[src/rtl/effect_scheduler.sv]
// effect_scheduler
//   Round-robin scheduler sharing one effect engine between the left and
//   right audio channels. Each transaction pops one sample from a receive
//   FIFO, either bypasses the engine (sw == 0) or runs it through the
//   engine, then pushes the result into the matching transmit FIFO.
//
//   Optional feature macro: EFFECT_SCHED_TIMEOUT_EN
//     defined   -> watchdog recovers from a stalled engine after
//                  timeout_cycles WAIT cycles, writing the dry sample.
//     undefined -> WAIT waits indefinitely; o_timeout_cnt is tied to 0.
//
// Ports
//   clk, reset                 clock, synchronous active-high reset
//   sw                         effect select, 2'b00 = bypass
//   i_l_ready / i_r_ready      receive FIFO non-empty
//   i_l_data / i_r_data        receive FIFO data, valid the cycle after rd_en
//   o_l_rd_en / o_r_rd_en      one-cycle pop pulse
//   i_l_full / i_r_full        transmit FIFO full
//   o_l_data / o_r_data        transmit write data
//   o_l_wr_en / o_r_wr_en      one-cycle push pulse
//   o_eff_data, o_eff_start    sample and start pulse to the effect engine
//   i_eff_done, i_eff_data     engine completion pulse and result
//   o_busy                     high whenever the FSM is not in IDLE
//   o_timeout_cnt              saturating watchdog-event count
module effect_scheduler #(
  parameter int d_width        = 16,
  parameter int timeout_cycles = 1024
) (
  input  logic               clk,
  input  logic               reset,
  input  logic [1:0]         sw,
  input  logic               i_l_ready,
  input  logic               i_r_ready,
  input  logic [d_width-1:0] i_l_data,
  input  logic [d_width-1:0] i_r_data,
  output logic               o_l_rd_en,
  output logic               o_r_rd_en,
  input  logic               i_l_full,
  input  logic               i_r_full,
  output logic [d_width-1:0] o_l_data,
  output logic [d_width-1:0] o_r_data,
  output logic               o_l_wr_en,
  output logic               o_r_wr_en,
  output logic [d_width-1:0] o_eff_data,
  output logic               o_eff_start,
  input  logic               i_eff_done,
  input  logic [d_width-1:0] i_eff_data,
  output logic               o_busy,
  output logic [7:0]         o_timeout_cnt
);

  localparam logic [2:0] IDLE  = 3'd0;
  localparam logic [2:0] POP   = 3'd1;
  localparam logic [2:0] LATCH = 3'd2;
  localparam logic [2:0] ISSUE = 3'd3;
  localparam logic [2:0] WAIT  = 3'd4;
  localparam logic [2:0] WRITE = 3'd5;

  // Channel encoding: 0 = left, 1 = right.
  logic [2:0]         state_reg, state_next;
  logic               sel_reg;
  logic               last_served_reg;
  logic [1:0]         sw_reg;
  logic [d_width-1:0] sample_reg;
  logic [d_width-1:0] result_reg;

  logic               l_elig, r_elig, any_elig, pick;
  logic               wd_expire;
  logic [d_width-1:0] fifo_data;

  assign l_elig   = i_l_ready && !i_l_full;
  assign r_elig   = i_r_ready && !i_r_full;
  assign any_elig = l_elig || r_elig;
  // Alternate when both are eligible; otherwise take whichever one is.
  assign pick      = (l_elig && r_elig) ? !last_served_reg : r_elig;
  assign fifo_data = sel_reg ? i_r_data : i_l_data;

  always_comb begin
    state_next = state_reg;
    case (state_reg)
      IDLE:    if (any_elig) state_next = POP;
      POP:     state_next = LATCH;
      LATCH:   state_next = (sw_reg == 2'b00) ? WRITE : ISSUE;
      ISSUE:   state_next = WAIT;
      WAIT:    if (i_eff_done || wd_expire) state_next = WRITE;
      WRITE:   state_next = IDLE;
      default: state_next = IDLE;
    endcase
  end

  always_ff @(posedge clk) begin
    if (reset) begin
      state_reg       <= IDLE;
      sel_reg         <= 1'b0;
      last_served_reg <= 1'b1;
      sw_reg          <= 2'b00;
      sample_reg      <= '0;
      result_reg      <= '0;
    end else begin
      state_reg <= state_next;
      case (state_reg)
        IDLE: begin
          if (any_elig) begin
            sel_reg         <= pick;
            last_served_reg <= pick;
          end
        end
        POP: sw_reg <= sw;
        LATCH: begin
          // result_reg doubles as the bypass output; the effect path
          // overwrites it in WAIT.
          sample_reg <= fifo_data;
          result_reg <= fifo_data;
        end
        WAIT: begin
          // done has priority over a coincident watchdog expiry
          if (i_eff_done)
            result_reg <= i_eff_data;
          else if (wd_expire)
            result_reg <= sample_reg;
        end
        default: ;
      endcase
    end
  end

`ifdef EFFECT_SCHED_TIMEOUT_EN
  localparam int wd_w = (timeout_cycles > 2) ? $clog2(timeout_cycles) : 1;
  localparam logic [wd_w-1:0] wd_last = wd_w'(timeout_cycles - 1);

  logic [wd_w-1:0] wd_cnt_reg;
  logic [7:0]      timeout_cnt_reg;

  assign wd_expire = (state_reg == WAIT) && (wd_cnt_reg == wd_last);

  always_ff @(posedge clk) begin
    if (reset) begin
      wd_cnt_reg      <= '0;
      timeout_cnt_reg <= 8'd0;
    end else begin
      if (state_reg == ISSUE)
        wd_cnt_reg <= '0;
      else if (state_reg == WAIT)
        wd_cnt_reg <= wd_cnt_reg + 1'b1;

      if (wd_expire && !i_eff_done && timeout_cnt_reg != 8'hFF)
        timeout_cnt_reg <= timeout_cnt_reg + 8'd1;
    end
  end

  assign o_timeout_cnt = timeout_cnt_reg;
`else
  logic unused_timeout_cfg;
  assign unused_timeout_cfg = (timeout_cycles != 0);
  assign wd_expire     = 1'b0;
  assign o_timeout_cnt = 8'd0;
`endif

  // Per-channel strobes decoded from state and selected channel.
  logic [1:0] rd_en_vec, wr_en_vec;
  generate
    for (genvar gi = 0; gi < 2; gi++) begin : g_chan
      assign rd_en_vec[gi] = (state_reg == POP)   && (sel_reg == gi[0]);
      assign wr_en_vec[gi] = (state_reg == WRITE) && (sel_reg == gi[0]);
    end
  endgenerate

  assign o_l_rd_en   = rd_en_vec[0];
  assign o_r_rd_en   = rd_en_vec[1];
  assign o_l_wr_en   = wr_en_vec[0];
  assign o_r_wr_en   = wr_en_vec[1];
  assign o_l_data    = result_reg;
  assign o_r_data    = result_reg;
  assign o_eff_data  = sample_reg;
  assign o_eff_start = (state_reg == ISSUE);
  assign o_busy      = (state_reg != IDLE);

endmodule

[config.mk]
export PLATFORM = sky130hd
export DESIGN_NAME = effect_scheduler
export DESIGN_NICKNAME = d
export VERILOG_FILES = /design/src/rtl/effect_scheduler.sv
export SDC_FILE = /design/constraint.sdc
export NUM_CORES = 1
export LEC_CHECK = 0
export CORE_ASPECT_RATIO = 0.8
export CORE_MARGIN = 3
export CORE_UTILIZATION = 25
export CTS_CLUSTER_DIAMETER = 50
export DETAILED_ROUTE_END_ITERATION = 8
export DONT_BUFFER_PORTS = 1
export GPL_ROUTABILITY_DRIVEN = 0
export SLEW_MARGIN = 5
export SYNTH_ARGS = -nofsm -noshare
export SYNTH_HDL_FRONTEND = slang
export SYNTH_SLANG_ARGS = --single-unit
[constraint.sdc]
create_clock -name clk -period 2 [get_ports clk]
set_clock_uncertainty 0.05 [all_clocks]
set_input_delay 0.3 -clock clk [delete_from_list [all_inputs] [get_ports clk]]
set_output_delay 0.3 -clock clk [all_outputs]
set_load 0.005 [all_outputs]
==> run_results.csv <==
group,metric,value,unit
sta,setup_tns,0,ns
setup_path,timing.rr.end,"o_l_data[6]",
global_route,grt_usage,0.106,
placement,dp_hpwl,3860,µm
synthesis,synth_largest_area_cell,"dfxtp_1",
power_and_ir_drop,p_leak,0.831,nW
floorplan,fp.dieW,109,µm
placement,post-place-ws,0.238,ns
route,drt-initial-drc-count,85,
floorplan,core.rowCount,29,
route,num_vias,1407,
sta,finalCritPeriodShare,0.874,
setup_path,rr_worst_depth,3,
power_and_ir_drop,switching_share,0.288,
power_and_ir_drop,p_int,1.24,mW
clocking,h-tree-depth,2,
sta,setup_viol,0,
setup_path,reg2reg_slack,0.25,ns
sta,finalMaxSlewViolations,0,
synthesis,synthTopCellsByArea,"dfxtp_1 37%, buf_4 8.9%, mux2i_1 8.5%, mux2_4 6.4%, o2bb2ai_2 6.4%",
setup_path,cp_slowest_stage_delay,0.79,ns
synthesis,synthArstFlopShare,0,
floorplan,die_h,88.3,µm
route,first_pass_iters,4,
synthesis,synth_ff_type,"dfxtp_1",
setup_path,cp_cell_sequence,"and3b_1 > o31ai_4 > o2bb2ai_1",
setup_path,critPathLaunchType,"register",
route,drc,0,
route,antenna_left,0,
setup_path,worstSetupEndpointType,"register",
synthesis,syn_avg_cell_area,9.99,µm²
floorplan,num_io_pins,119,
placement,placed_area,2090,µm²
clocking,clockBufferDepth,2,
clocking,clk_latency,0.28,ns
finish,drive_gt1_frac,0.218,
power_and_ir_drop,power_frac_clock,0.296,
setup_path,crit_buf_inv,0,
power_and_ir_drop,max-vdd-ir-drop,237,µV
synthesis,synthDistinctLibCells,35,
sta,max_freq,0.572,GHz
setup_path,crit-reg2reg-launch,"state_reg[1]",
sta,rsz0062_at_grt,"no",
placement,port_buffers,0,
finish,diodes,0,
finish,final_util,0.269,
setup_path,critPathTopFamily,"compound AO/OA/AOI/OAI gates",
sta,finalHoldViolations,0,
finish,area_growth,2.89,%
clocking,cts_tree,"yes",
global_route,grt_pass1_vias,1384,
synthesis,syn_area,2120,µm²
floorplan,die-area,9620,µm²
setup_path,crit_start,"state_reg[1]",
finish,multiInputGateArea,1050,µm²
sta,period_needed,1.75,ns
power_and_ir_drop,pwr-share-seq,0.519,
route,viasPerCell,4.61,
sta,slew_headroom,0.344,
setup_path,cpMaxStageDelayCell,"o31ai_4",
sta,hold_slack,0.0310,ns
setup_path,worst-path-stages,3,
synthesis,synth_top_area_frac,0.369,
floorplan,start_util,0.262,
global_route,grt_max_degree,26,
finish,n_fill_cell,857,
global_route,grt_pass1_wl,7600,µm
worst_hold_path,hp-class,"input pin to register",
synthesis,yosys-top-cells-count,"39 x dfxtp_1, 25 x buf_4, 20 x nor2_1",
setup_path,endpoint,"o_l_data[6]",
finish,nNetsFinal,253,
synthesis,seq_area_frac_synth,0.369,
clocking,cts.sinks,39,
synthesis,synthCells,212,
clocking,root_buffer,"clkbuf_8",
synthesis,synth_edf_count,0,
finish,design_area,2180,µm²
synthesis,yosysMostFrequentCell,"dfxtp_1",
setup_path,cp_max_fo,16,
power_and_ir_drop,power_switching,0.500,mW
setup_path,critical_path_arrival,1.91,ns
floorplan,core,8090,µm²
global_route,grt_antenna_before_repair,0,
synthesis,yosysWarnings,0,
sta,setup_slack,0.251,ns
finish,regArea,781,µm²
flow_run,cap_violations,0,
clocking,cts_buffers,5,
clocking,clkSlewWorstSetupHoldPaths,0.07,ns
setup_path,required,2.16,ns
synthesis,ys_ff_latch,39,
status,outcome,"complete, no violations",
clocking,post-cts-setup-buffer-count,0,
sta,worst_pin_slew,0.984,ns
global_route,grt_overflow,0,
route,routedWlPerCell,16.9,µm
power_and_ir_drop,combPwrFrac,0.184,
route,wirelength,5160,µm
setup_path,critical_path_class,"register to register",
power_and_ir_drop,power.density,797,nW/µm²
## per-layer routing
metal | GRT usage | part of all wire
met1 | 0.133 | 0.44
met3 | 0.0423 | 0.11
met2 | 0.169 | 0.45
met4 | 0.0275 | 0.0048
met5 | 0 | 0
## repair_timing
action / in CTS / in global routing
endpoints found under the hold margin: 0 / 0
hold buffers: 0 / 0
endpoints found under the setup margin: 0 / 2
resized for setup: 0 / 1
## worst min path at each step
stage          slack (ns)       endpoint  cells after the start  startpoint
2_1_floorplan        0.40      sw_reg[0]                      2       sw[0]
3_3_place_gp         0.33   state_reg[2]                      1       reset
3_5_place_dp         0.33   state_reg[2]                      1       reset
4_1_cts              0.01  o_eff_data[1]                      1       reset
5_1_grt             0.009  o_eff_data[3]                      1       reset
6_report             0.03        sel_reg                      1       reset
## through the flow
| step | power [mW] | cells |
|---|---|---|
| final | 1.74 | 305 |
| after global routing | 1.85 | 305 |
| after CTS | 1.78 | 305 |
| after detailed placement | 1.25 | 297 |
| after global placement | 1.24 | 297 |
| after floorplan | 1.21 | 219 |
## cells in the final DEF (no fill, tap or decap), types with 2 or more instances in the layout
master	Yosys	layout
clkbuf_1	5	2
inv_1	19	19
o2bb2ai_2	9	9
mux2_2	7	7
dfxtp_1	39	39
and2_1	2	2
buf_4	25	6
nand2b_1	3	3
mux2_4	9	9
a211oi_1	16	16
mux2i_1	18	18
nor3_1	2	2
a21oi_1	4	4
nor2b_1	5	5
nor2_1	20	20
conb_1	1	8
clkbuf_8	0	5
o2bb2ai_1	7	7
## power by group through the flow
| stage | registers, mW | logic, mW | clock network (mW) |
|---|---|---|---|
| after detailed placement | 0.922 | 0.323 | 0 |
| after floorplan | 0.897 | 0.317 | 0 |
| after CTS | 0.904 | 0.325 | 0.547 |
| after global routing | 0.914 | 0.356 | 0.575 |
| after global placement | 0.922 | 0.318 | 0 |
| final | 0.902 | 0.320 | 0.514 |
## kinds of logic after synthesis
kind of cell | after synthesis | synth area share
AOI/OAI and AO/OA | 44 | 0.194
buffers and inverters | 56 | 0.157
DFF | 39 | 0.369
muxes | 34 | 0.186
other | 1 | 0.00177
and+or+nand+nor | 38 | 0.0921
## area by class of cell
type,count,area share
Clock buffer,7,0.0350
Multi-Input combinational cell,124,0.480
Clock inverter,1,0.00230
Inverter,19,0.0327
Tap cell,108,0.0620
Timing Repair Buffer,7,0.0299
Sequential cell,39,0.358
No activity file was read; power rests on OpenSTA's default activity.
